--- src/rtl/ravenoc_pkg.sv ---
// Shared ravenoc types: flit encoding, one-hot router ports and the XY route helper.
package ravenoc_pkg;

  localparam int XWidth       = 2;
  localparam int YWidth       = 2;
  localparam int DefNVirtChn  = 2;
  localparam int DefBuffDepth = 4;

  typedef enum logic [1:0] {
    HEAD_FLIT      = 2'b00,
    BODY_FLIT      = 2'b01,
    TAIL_FLIT      = 2'b10,
    HEAD_TAIL_FLIT = 2'b11
  } flit_type_t;

  typedef enum logic [4:0] {
    PORT_NONE  = 5'b00000,
    NORTH_PORT = 5'b00001,
    SOUTH_PORT = 5'b00010,
    WEST_PORT  = 5'b00100,
    EAST_PORT  = 5'b01000,
    LOCAL_PORT = 5'b10000
  } router_port_t;

  // Dimension-ordered routing: resolve X completely before moving in Y.
  function automatic router_port_t xy_route(input logic [XWidth-1:0] x_dest,
                                            input logic [YWidth-1:0] y_dest,
                                            input logic [XWidth-1:0] x_id,
                                            input logic [YWidth-1:0] y_id);
    router_port_t port;
    if (x_dest > x_id)      port = EAST_PORT;
    else if (x_dest < x_id) port = WEST_PORT;
    else if (y_dest > y_id) port = SOUTH_PORT;
    else if (y_dest < y_id) port = NORTH_PORT;
    else                    port = LOCAL_PORT;
    return port;
  endfunction

endpackage

--- src/rtl/vc_flit_fifo.sv ---
// Per-VC flit FIFO with fall-through read: the head flit is visible on rd_data_o while not empty.
module vc_flit_fifo #(
  parameter int WIDTH = 34,
  parameter int DEPTH = 4
) (
  input  logic             clk,
  input  logic             arst,
  input  logic             wr_en_i,
  input  logic [WIDTH-1:0] wr_data_i,
  input  logic             rd_en_i,
  output logic [WIDTH-1:0] rd_data_o,
  output logic             full_o,
  output logic             empty_o
);

  localparam int AW = $clog2(DEPTH);

  logic [WIDTH-1:0] mem_q [DEPTH];
  logic [AW-1:0]    wr_ptr_q, wr_ptr_d;
  logic [AW-1:0]    rd_ptr_q, rd_ptr_d;
  logic [AW:0]      count_q, count_d;

  always_comb begin
    wr_ptr_d = wr_ptr_q + AW'(wr_en_i);
    rd_ptr_d = rd_ptr_q + AW'(rd_en_i);
    count_d  = count_q + (AW+1)'(wr_en_i) - (AW+1)'(rd_en_i);
  end

  always_ff @(posedge clk or negedge arst) begin
    if (!arst) begin
      wr_ptr_q <= '0;
      rd_ptr_q <= '0;
      count_q  <= '0;
    end else begin
      wr_ptr_q <= wr_ptr_d;
      rd_ptr_q <= rd_ptr_d;
      count_q  <= count_d;
    end
  end

  always_ff @(posedge clk) begin
    if (wr_en_i) mem_q[wr_ptr_q] <= wr_data_i;
  end

  assign rd_data_o = mem_q[rd_ptr_q];
  assign full_o    = (count_q == (AW+1)'(DEPTH));
  assign empty_o   = (count_q == '0);

endmodule

--- src/rtl/input_module_vc.sv ---
// Router input port: per-VC flit buffering, per-VC wormhole route latching and
// round-robin VC arbitration onto a single flit-per-cycle output.
module input_module_vc
  import ravenoc_pkg::*;
#(
  parameter int FLIT_WIDTH  = 34,
  parameter int N_VIRT_CHN  = DefNVirtChn,
  parameter int BUFF_DEPTH  = DefBuffDepth,
  parameter int ROUTER_X_ID = 0,
  parameter int ROUTER_Y_ID = 0,
  localparam int VC_W = (N_VIRT_CHN > 1) ? $clog2(N_VIRT_CHN) : 1
) (
  input  logic                  clk,
  input  logic                  arst,
  input  logic                  fin_valid_i,
  input  logic [FLIT_WIDTH-1:0] fin_data_i,
  input  logic [VC_W-1:0]       fin_vc_id_i,
  output logic [N_VIRT_CHN-1:0] fin_ready_o,
  output logic                  fout_valid_o,
  output logic [FLIT_WIDTH-1:0] fout_data_o,
  output logic [VC_W-1:0]       fout_vc_id_o,
  input  logic [N_VIRT_CHN-1:0] fout_ready_i,
  output logic [4:0]            router_port_o,
  output logic                  proto_err_o
);

  localparam logic [0:0] VC_IDLE   = 1'b0;
  localparam logic [0:0] VC_IN_PKT = 1'b1;

  logic [N_VIRT_CHN-1:0] push, pop, full, empty, eligible;
  logic [FLIT_WIDTH-1:0] head_data [N_VIRT_CHN];
  logic [0:0]            vc_state_q [N_VIRT_CHN];
  logic [0:0]            vc_state_d [N_VIRT_CHN];
  router_port_t          route_q [N_VIRT_CHN];
  router_port_t          route_d [N_VIRT_CHN];
  logic [VC_W-1:0]       rr_q, rr_d, grant_idx, cand;
  logic                  grant_vld;

  logic [FLIT_WIDTH-1:0] head;
  flit_type_t            head_type;
  logic                  is_head, seq_err, drop;
  router_port_t          calc_route, out_route;

  for (genvar gi = 0; gi < N_VIRT_CHN; gi++) begin : g_vc
    assign push[gi]     = fin_valid_i && (int'(fin_vc_id_i) == gi) && !full[gi];
    assign pop[gi]      = grant_vld && (int'(grant_idx) == gi);
    assign eligible[gi] = !empty[gi] && fout_ready_i[gi];

    vc_flit_fifo #(
      .WIDTH(FLIT_WIDTH),
      .DEPTH(BUFF_DEPTH)
    ) u_fifo (
      .clk      (clk),
      .arst     (arst),
      .wr_en_i  (push[gi]),
      .wr_data_i(fin_data_i),
      .rd_en_i  (pop[gi]),
      .rd_data_o(head_data[gi]),
      .full_o   (full[gi]),
      .empty_o  (empty[gi])
    );
  end

  assign fin_ready_o = ~full;
  // A valid flit that no FIFO accepted was aimed at a full VC.
  assign drop = fin_valid_i && !(|push);

  always_comb begin
    grant_vld = 1'b0;
    grant_idx = '0;
    cand      = '0;
    for (int i = 0; i < N_VIRT_CHN; i++) begin
      cand = VC_W'((int'(rr_q) + i) % N_VIRT_CHN);
      if (!grant_vld && eligible[cand]) begin
        grant_vld = 1'b1;
        grant_idx = cand;
      end
    end
    rr_d = grant_vld ? VC_W'((int'(grant_idx) + 1) % N_VIRT_CHN) : rr_q;
  end

  always_comb begin
    head       = head_data[grant_idx];
    head_type  = flit_type_t'(head[FLIT_WIDTH-1 -: 2]);
    is_head    = (head_type == HEAD_FLIT) || (head_type == HEAD_TAIL_FLIT);
    calc_route = xy_route(head[FLIT_WIDTH-3 -: XWidth],
                          head[FLIT_WIDTH-3-XWidth -: YWidth],
                          XWidth'(ROUTER_X_ID), YWidth'(ROUTER_Y_ID));
    if (is_head)                                 out_route = calc_route;
    else if (vc_state_q[grant_idx] == VC_IN_PKT) out_route = route_q[grant_idx];
    else                                         out_route = PORT_NONE;
    seq_err = grant_vld && (is_head ? (vc_state_q[grant_idx] == VC_IN_PKT)
                                    : (vc_state_q[grant_idx] == VC_IDLE));
  end

  // Packet state follows the popped flit's type, even when the sequence was illegal.
  always_comb begin
    for (int v = 0; v < N_VIRT_CHN; v++) begin
      vc_state_d[v] = vc_state_q[v];
      route_d[v]    = route_q[v];
    end
    if (grant_vld) begin
      case (head_type)
        HEAD_FLIT: begin
          vc_state_d[grant_idx] = VC_IN_PKT;
          route_d[grant_idx]    = calc_route;
        end
        BODY_FLIT: vc_state_d[grant_idx] = VC_IN_PKT;
        default: begin
          vc_state_d[grant_idx] = VC_IDLE;
          route_d[grant_idx]    = PORT_NONE;
        end
      endcase
    end
  end

  always_ff @(posedge clk or negedge arst) begin
    if (!arst) begin
      rr_q <= '0;
      for (int v = 0; v < N_VIRT_CHN; v++) begin
        vc_state_q[v] <= VC_IDLE;
        route_q[v]    <= PORT_NONE;
      end
    end else begin
      rr_q <= rr_d;
      for (int v = 0; v < N_VIRT_CHN; v++) begin
        vc_state_q[v] <= vc_state_d[v];
        route_q[v]    <= route_d[v];
      end
    end
  end

  assign fout_valid_o  = grant_vld;
  assign fout_data_o   = grant_vld ? head : '0;
  assign fout_vc_id_o  = grant_vld ? grant_idx : '0;
  assign router_port_o = grant_vld ? out_route : PORT_NONE;
  assign proto_err_o   = drop || seq_err;

endmodule

--- config.mk ---
export PLATFORM = sky130hd
export DESIGN_NAME = input_module_vc
export DESIGN_NICKNAME = d
export VERILOG_FILES = /design/src/rtl/ravenoc_pkg.sv /design/src/rtl/vc_flit_fifo.sv /design/src/rtl/input_module_vc.sv
export SDC_FILE = /design/constraint.sdc
export NUM_CORES = 1
export LEC_CHECK = 0
export CAP_MARGIN = 20
export CORE_MARGIN = 4
export CORE_UTILIZATION = 63
export CTS_BUF_LIST = sky130_fd_sc_hd__clkbuf_16
export DETAILED_ROUTE_END_ITERATION = 8
export DONT_BUFFER_PORTS = 1
export GPL_ROUTABILITY_DRIVEN = 0
export PLACE_DENSITY = 0.89
export SYNTH_ARGS = -nofsm -noshare
export SYNTH_HDL_FRONTEND = slang
export SYNTH_SLANG_ARGS = --single-unit
export TNS_END_PERCENT = 50
--- constraint.sdc ---
create_clock -name clk -period 11.8 [get_ports clk]
set_input_delay 0.59 -clock clk [delete_from_list [all_inputs] [get_ports clk]]
set_output_delay 0.59 -clock clk [all_outputs]
set_load 0.02 [all_outputs]
# == After elaboration in Yosys (flattened, before gate mapping) ==
# Memories as Yosys holds them, arrays and structs flattened.
# Index checks and enable logic that the tools add are counted.
# word_totals
memories,2
ramBits,272
elab_cells,110
ff_bits,27
inputBits,40
# classes
bitwise_logic,11
reduce_logical,26
n_eq_ne,4
add_sub_neg,10
n_mux,38
n_lt_le_gt_ge,8
# mem_list
memory,depth,width,read_ports,rd_clocked_by_memory_dff,wr,line_no,text
g_vc[0].u_fifo.mem_q,4,34,1,0,1,vc_flit_fifo.sv:18,logic [WIDTH-1:0] mem_q [DEPTH];
g_vc[1].u_fifo.mem_q,4,34,1,0,1,vc_flit_fifo.sv:18,
# ops
operator,n
34-bit 2-to-1 mux,4
5-bit 2-to-1 mux,11
10-bit one-hot mux with 2 select lines,1
1-bit 2-to-1 mux,18
1-bit logical AND,12
10-bit bitwise AND,1
10-bit bitwise mux,1
10-bit inverter,1
2-bit by 1-bit adder with 2-bit output,4
3-bit by 1-bit adder with 3-bit output,2
"3-bit == test, second input constant",2
1-bit logical NOT,6
3-bit logical NOT,2
"2-bit by 1-bit less-than comparator with 1-bit output, second input constant",3
3-bit by 1-bit subtractor with 3-bit output,2
5-bit demux with 1-bit select,1
"2-bit by 1-bit > comparator with 1-bit output, second input constant",2
"1-bit by 2-bit less-than comparator with 1-bit output, second input constant",2
1-bit inverter,4
2-bit inverter,2
2-bit OR reduction,2
"1-bit adder, second input constant",2
2-bit bitwise AND,1
"2-bit by 1-bit == test with 1-bit output, second input constant",1
other kinds (9),10

# == Depth between registers and ports, before layout ==
# Gate-level depths: netlist of run 1.
# depth
word_depth,20
ltp_mapped,10
ltp_nobuf,9

# == By module ==
# Synthesis of run 1 repeated with hierarchy kept, for this count alone.
# hier_totals
cells_unflattened,556
hier_area_um2,11820.1
# modules_own_cells
mod,seq_area_each_um2,cells_per_inst,area_each_um2,n_inst
vc_flit_fifo,4259.1,203,5300.1,2
input_module_vc,325.3,150,1219.9,1

# == Least setup slack after synthesis of run 1 ==
# Ideal clock, no wire load.
# synth_path
path_kind,register to register
start,register g_vc[0].u_fifo.count_q[1]
end,"memory g_vc[0].u_fifo.mem_q[0][0], enable pin"
path_stages_with_launch,6
slack_ns,7.667
setup_time_ns,0.475
period_less_slack_ns,4.133
required_ns,11.325
t_arrival_ns,3.659
path_cell_list,dfrtp_1 -> nor2_1 -> nand2_1 -> and3b_1 -> clkbuf_1 -> nor3b_1
# synth_between
elab_chain_cells,5
# synth_rtl
element,line_no,text
start: declaration,vc_flit_fifo.sv:21,"logic [AW:0] count_q, count_d;"
start signal: assignment,vc_flit_fifo.sv:37,count_q <= count_d;
3-bit == test,vc_flit_fifo.sv:46,assign full_o = (count_q == (AW+1)'(DEPTH));
1-bit logical NOT,input_module_vc.sv:45,assign push[gi] = fin_valid_i && (int'(fin_vc_id_i) == gi) && !full[gi];
1-bit logical AND,input_module_vc.sv:45,
1-bit 2-to-1 mux,vc_flit_fifo.sv:42,if (wr_en_i) mem_q[wr_ptr_q] <= wr_data_i;
1-bit 2-to-1 mux (implied by the code),vc_flit_fifo.sv:42,
end: declaration,vc_flit_fifo.sv:18,
# Every way passes these cells.

# == Worst setup path in the final report of run 1 ==
# layout_path
start,register g_vc[1].u_fifo.rd_ptr_q[0]
end,output port router_port_o[1]
# layout_between
elab_chain_cells,10
word_cells_on_any_way,15
classes_between,order compare: 3; eq/ne: 1; mux: 8; reduce/logical: 2; memory: 1
# layout_rtl
element,line_no,text
start: declaration,vc_flit_fifo.sv:20,"logic [AW-1:0] rd_ptr_q, rd_ptr_d;"
start signal: assignment,vc_flit_fifo.sv:36,rd_ptr_q <= rd_ptr_d;
memory read 4 x 34 bit *,n/a,
34-bit 2-to-1 mux (implied by the code) * (3 in series),input_module_vc.sv:83,head = head_data[grant_idx];
2-bit by 1-bit > comparator with 1-bit output,ravenoc_pkg.sv:33,else if (y_dest > y_id) port = SOUTH_PORT;
5-bit 2-to-1 mux,ravenoc_pkg.sv:33,
5-bit 2-to-1 mux,ravenoc_pkg.sv:32,else if (x_dest < x_id) port = WEST_PORT;
5-bit 2-to-1 mux,ravenoc_pkg.sv:31,if (x_dest > x_id) port = EAST_PORT;
5-bit 2-to-1 mux *,input_module_vc.sv:89,if (is_head) out_route = calc_route;
5-bit 2-to-1 mux *,input_module_vc.sv:136,assign router_port_o = grant_vld ? out_route : PORT_NONE;
end: declaration,input_module_vc.sv:23,"output logic [4:0] router_port_o,"
# Mark *: on every way between the ends. The rest lies on a longest branch, timed or not. The select of a mux whose other input is x is not followed.

==> impl_metrics.json, run 1 <==
{
  "grt_setup_unrepaired": "no",
  "coreArea_um2": 18100,
  "synthTopCellsByArea": "edfxtp_1, mux4_2, dfrtp_1, a22o_1, xnor2_1",
  "finalMaxSlewViolations": 0,
  "wl_per_cell_um": 28.8,
  "drt-total-wl_um": 23500,
  "setup.worst_path.end": "router_port_o[1]",
  "place_area_um2": 11900,
  "die_x_um": 144,
  "p_leak_nw": 4.32,
  "crit_family": "multiplexers",
  "regToRegStartpoint": "g_vc[1].u_fifo.rd_ptr_q[0]",
  "routed-via-count": 5455,
  "grt_pass1_vias": 5870,
  "cp.required_ns": 11.21,
  "ys_ff_latch": 299,
  "synth_cells": 550,
  "power.density_nw_per_um2": 256,
  "critPathLaunchType": "flip-flop",
  "placed_cells": 759,
  "ant_nets": 0,
  "syn_nets": 598,
  "max_stage_delay_ns": 0.63,
  "antenna_found_initial": 0,
  "crit_type": "reg2out",
  "finalCritPeriodShare_pct": 34.5,
  "cts_num_sinks": 299,
  "setup_tns_ns": 0,
  "first_iter_violations": 559,
  "layout_setup_ws_ns": 7.73,
  "synth_area_um2": 11700,
  "hpwl_um": 12600,
  "diodes": 0,
  "num_io_pins": 84,
  "grt_pass1_wl_um": 35500,
  "synth_edf_count": 272,
  "yosysWarnings": 0,
  "crit_slowest_cell": "buf_4",
  "endpoint_kind": "output port",
  "cts_buffers": 29,
  "ir_drop_v": 0.000171,
  "use_met2_pct": 39.8,
  "grt_max_degree": 40,
  "drive_gt1_share_pct": 26.0,
  "clock_latency_ns": 0.55,
  "yosysUniqueCellTypes": 39,
  "maxCapViolCount": 0,
  "tritoncts": "done",
  "vias_per_cell": 6.68,
  "synthArstFlopShare_pct": 9.03,
  "grt.total_usage_pct": 23.3,
  "area_delta_synth_final_pct": 11.6,
  "worstRegToRegCells": 7,
  "ys_top_cells_by_count": "edfxtp_1, mux4_2, a22o_1",
  "port_buffers": 0,
  "arrival_ns": 3.48,
  "grt_overflow": 0,
  "synth_most_common_cell": "edfxtp_1",
  "drcViolationCount": 0,
  "reg2reg_slack_ns": 8.81,
  "root_buffer": "clkbuf_16",
  "globalRoute.busiestLayer": "met2",
  "clockBufferDepth": 3,
  "fmax_mhz": 246,
  "gr-usage-met1_pct": 31.0,
  "cp.depth": 7,
  "post-route-min-period_ns": 4.07,
  "die_h_um": 144,
  "post_cts_buffers": 0,
  "dr.pass1.iters": 5,
  "setup_viol": 0,
  "final_area_um2": 13000,
  "tightest_slew_ns": 1.06,
  "path_clk_slew_ns": 0.06,
  "start_util_pct": 64.5,
  "total_power_mw": 3.33,
  "stdcell_count": 817,
  "status": "finished clean",
  "r2r_end": "route_q[1]",
  "crit_buf_inv": 1,
  "fp-row-count": 49,
  "cts.htree.levels": 1,
  "met3_usage_pct": 5.92,
  "hold_violations": 0,
  "worstSetupStartpoint": "g_vc[1].u_fifo.rd_ptr_q[0]",
  "yosysSeqAreaShare_pct": 75.8,
  "final_nets": 614,
  "syn_area_per_cell_um2": 21.2,
  "place_ws_ns": 8.07,
  "skew_ns": 0.0125,
  "worst-path-max-fanout": 36,
  "min_path_type": "in2reg",
  "synth.largest_area_cell": "edfxtp_1",
  "worstPathCellList": "buf_4 -> mux4_2 -> mux2i_1 -> ha_1 -> nand3b_1 -> a21oi_1 -> o21a_1",
  "synthFlopType": "edfxtp_1",
  "die_area_um2": 20800,
  "relSlewSlack_pct": 29.1,
  "synth_top_area_share_pct": 70.0
}
logic make-up (layout without fill, tap and decap cells):
family          count (synthesis)  count (layout)  synth area share (%)
xor+xnor                       12              12                 0.901
mux                            81              81                  14.4
buf+inv                        37              75                  1.53
flops                         299             299                  75.8
simple gates                   59              59                  2.72
compound gates                 54              54                  3.63
fa+ha+maj                       8               8                 0.986
stage by stage:
| stage | utilization (%) | hold WS [ns] |
|---|---|---|
| 4_1_cts | 71.7 | 0.114 |
| 3_5_place_dp | 65.9 | 0.295 |
| 6_report | 72.0 | 0.134 |
| 2_1_floorplan | - | 0.294 |
| 3_3_place_gp | 65.9 | 0.295 |
| 5_1_grt | 72.0 | 0.113 |
report_power, final:
group          internal [mW]  leakage [nW]  switching [mW]
logic                  0.402          1.02           0.538
registers               1.30          2.80           0.123
clock network          0.579         0.503           0.381
total                   2.29          4.32            1.04
layer usage:
metal | wire length, um | vias up | part of all wire [%]
met5 | 0 | - | 0
met4 | 459 | 0 | 2.0
met3 | 1850 | 40 | 7.9
met2 | 12200 | 252 | 52
met1 | 8990 | 2877 | 38
li1 | - | 2286 | -
cell type report:
type                       count  area (um^2)
clock buffer                  29          726
tap                          229          287
fill                         990         5060
inverter                       8         30.0
multi-input combinational    214         2700
sequential                   299         8850
timing repair buffer          14          160
clock inverter                24          278
repair_timing:
item | 4_1_cts | 5_1_grt
hold buffers | 2 | 0
hold endpoints to repair | 27 | 0
resized for setup | 0 | 0
placed cells by master, fill, tap and decap left out, drive strengths merged, types with 3 or more instances in the layout:
cell / instances
edfxtp: 272
mux4: 68
clkbuf: 29
a22o: 28
dfrtp: 27
nand2: 19
nor2: 18
inv: 13
buf: 13
clkinv: 11
xnor2: 10
a21oi: 9
mux2i: 7
ha: 6
bufinv: 6
mux2: 6
o21ai: 6
nor2b: 4
o31ai: 4
nor3b: 4
nand2b: 3
nand3b: 3
and3: 3
how the worst min path moves through the flow:
stage | from | endpoint | slack [ns] | depth (start not counted)
CTS | fin_data_i[5] | g_vc[1].u_fifo.mem_q[2][5] | 0.11 | 0
floorplan | arst | asynchronous set/reset pin | 0.29 | 0
detailed placement | arst | g_vc[0].u_fifo.count_q[2] | 0.30 | 0
global placement | arst | g_vc[0].u_fifo.count_q[1] | 0.30 | 0
global route | fin_data_i[6] | g_vc[1].u_fifo.mem_q[0][6] | 0.11 | 0
finish | fin_data_i[16] | g_vc[1].u_fifo.mem_q[0][16] | 0.13 | 0
sequential cells by signal (all words and copies together) (netlist names), named ones only:
| register | flops |
|---|---|
| g_vc.u_fifo.mem_q | 272 |
| route_q | 10 |
| g_vc.u_fifo.count_q | 6 |
| g_vc.u_fifo.rd_ptr_q | 4 |
| g_vc.u_fifo.wr_ptr_q | 4 |
| rr_q | 1 |
(Power assumes the default switching activity.)
==> inputs of run 2 (changes only) <==
==> constraint.sdc (replaced) <==
create_clock -name clk -period 4 [get_ports clk]
set_input_delay 0.2 -clock clk [delete_from_list [all_inputs] [get_ports clk]]
set_output_delay 0.2 -clock clk [all_outputs]
set_load 0.02 [all_outputs]
==> impl_metrics.json, run 2 (synthesized netlist as in run 1, its figures left out) <==
{
  "status": "finished clean",
  "grt_pass1_wl_um": 37100,
  "fp-row-count": 49,
  "tightest_slew_ns": 1.07,
  "post-route-min-period_ns": 3.22,
  "path_clk_slew_ns": 0.06,
  "worst-path-max-fanout": 10,
  "first_iter_violations": 593,
  "die_h_um": 144,
  "cts_num_sinks": 299,
  "endpoint_kind": "output port",
  "cts_buffers": 28,
  "largest_reg_flops": 272,
  "skew_ns": 0.0179,
  "reg2reg_slack_ns": 1.32,
  "drive_gt1_share_pct": 23.8,
  "p_leak_nw": 4.46,
  "grt_pass1_vias": 5958,
  "post_cts_buffers": 0,
  "clockBufferDepth": 3,
  "max_stage_delay_ns": 0.45,
  "start_util_pct": 64.5,
  "coreArea_um2": 18100,
  "cp.required_ns": 3.80,
  "tritoncts": "done",
  "grt_max_degree": 35,
  "antenna_found_initial": 2,
  "layout_commonest_cell": "edfxtp_1",
  "grt_setup_unrepaired": "no",
  "crit_family": "compound AO/OA/AOI/OAI gates",
  "final_nets": 651,
  "crit_type": "reg2out",
  "root_buffer": "clkbuf_16",
  "cts_resized": 0,
  "arrival_ns": 3.02,
  "min_path_type": "in2async",
  "layout_setup_ws_ns": 0.782,
  "power.density_nw_per_um2": 726,
  "relSlewSlack_pct": 28.8,
  "crit_buf_inv": 0,
  "port_buffers": 0,
  "drcViolationCount": 0,
  "wl_per_cell_um": 28.7,
  "ir_drop_v": 0.000691,
  "dr.pass1.iters": 7,
  "fmax_mhz": 311,
  "hpwl_um": 13400,
  "grt_overflow": 0,
  "hold_violations": 0,
  "grt.total_usage_pct": 24.5,
  "crit_slowest_cell": "dfrtp_1",
  "setup_viol": 0,
  "finalCritPeriodShare_pct": 80.4,
  "die_area_um2": 20800,
  "drt-total-wl_um": 24500,
  "die_x_um": 144,
  "maxCapViolCount": 0,
  "final_area_um2": 13300,
  "layout_common_cells": "edfxtp_1, mux4_2, dlygate4sd3_1",
  "worstPathCellList": "o31a_1 -> o21ai_2 -> mux2i_1 -> ha_1 -> nand3b_1 -> a21oi_1 -> o21a_1",
  "largest_registers": "g_vc.u_fifo.mem_q: 272 flops, route_q: 10 flops, g_vc.u_fifo.count_q: 6 flops",
  "total_power_mw": 9.63,
  "critPathLaunchType": "flip-flop",
  "place_area_um2": 12000,
  "routed-via-count": 5665,
  "utilization_pct": 73.3,
  "cts.htree.levels": 1,
  "regMostFlops": "g_vc.u_fifo.mem_q",
  "area_delta_synth_final_pct": 13.7,
  "finalMaxSlewViolations": 0,
  "ant_nets": 0,
  "num_io_pins": 84,
  "place_ws_ns": 1.37,
  "vias_per_cell": 6.62,
  "clock_latency_ns": 0.54
}
[run 2: cell count changes in the layout (fill, tap and decap cells not counted), sizes merged]
cell,change
clkinvlp,-1
inv,+11
dlygate4sd3,+36
bufinv,-3
buf,+2
diode,+2
clkinv,-8
[run 2: what timing repair did]
| action | CTS | global route |
|---|---|---|
| hold endpoints to repair | 300 | 0 |
| hold buffers | 38 | 0 |
| endpoints found under the setup margin | 0 | 0 |
[run 2: path summary, 6_finish.rpt]
check / cells after the start / start / to
setup reg to reg: 9 / g_vc[1].u_fifo.count_q[1] / g_vc[1].u_fifo.count_q[2]
setup / recovery: 7 / g_vc[1].u_fifo.count_q[1] / router_port_o[4]
max in group asynchronous: 2 / arst / g_vc[0].u_fifo.rd_ptr_q[0]
min in group clk: 2 / fin_vc_id_i / g_vc[1].u_fifo.wr_ptr_q[0]
hold / removal: 2 / arst / g_vc[1].u_fifo.count_q[0]
hold reg to reg: 1 / route_q[4] / route_q[4]
[run 2: report_power, final]
group	total, mW	switching, mW	internal [mW]
registers	4.07	0.218	3.85
logic	2.98	1.79	1.20
clock network	2.58	1.08	1.50
total	9.63	3.09	6.54
[run 2: cell type report]
cell class / instances / area (um^2)
multi-input combinational: 214 / 2700
clock inverter: 23 / 171
antenna: 2 / 5.00
timing repair buffer: 52 / 495
sequential: 299 / 8850
tap: 229 / 287
clock buffer: 29 / 726
fill: 962 / 4820
inverter: 8 / 30.0
[run 2: stage by stage]
step | hold slack [ns] | setup TNS [ns] | cells
floorplan | -0.0956 | -3.04 | 550
global placement | -0.0947 | 0 | 764
detailed placement | -0.0949 | 0 | 764
CTS | 0.0826 | 0 | 854
global route | 0.100 | 0 | 856
finish | 0.101 | 0 | 856
[run 2: per-layer routing]
| metal | part of all wire [%] | GRT usage [%] | wire length (um) | vias to the layer above |
|---|---|---|---|---|
| met2 | 51 | 41.1 | 12600 | 268 |
| met3 | 8.0 | 5.26 | 1960 | 50 |
| met5 | 0 | 0 | 0 | - |
| met4 | 2.6 | 6.59 | 627 | 0 |
| li1 | - | - | - | 2359 |
| met1 | 38 | 33.2 | 9360 | 2988 |
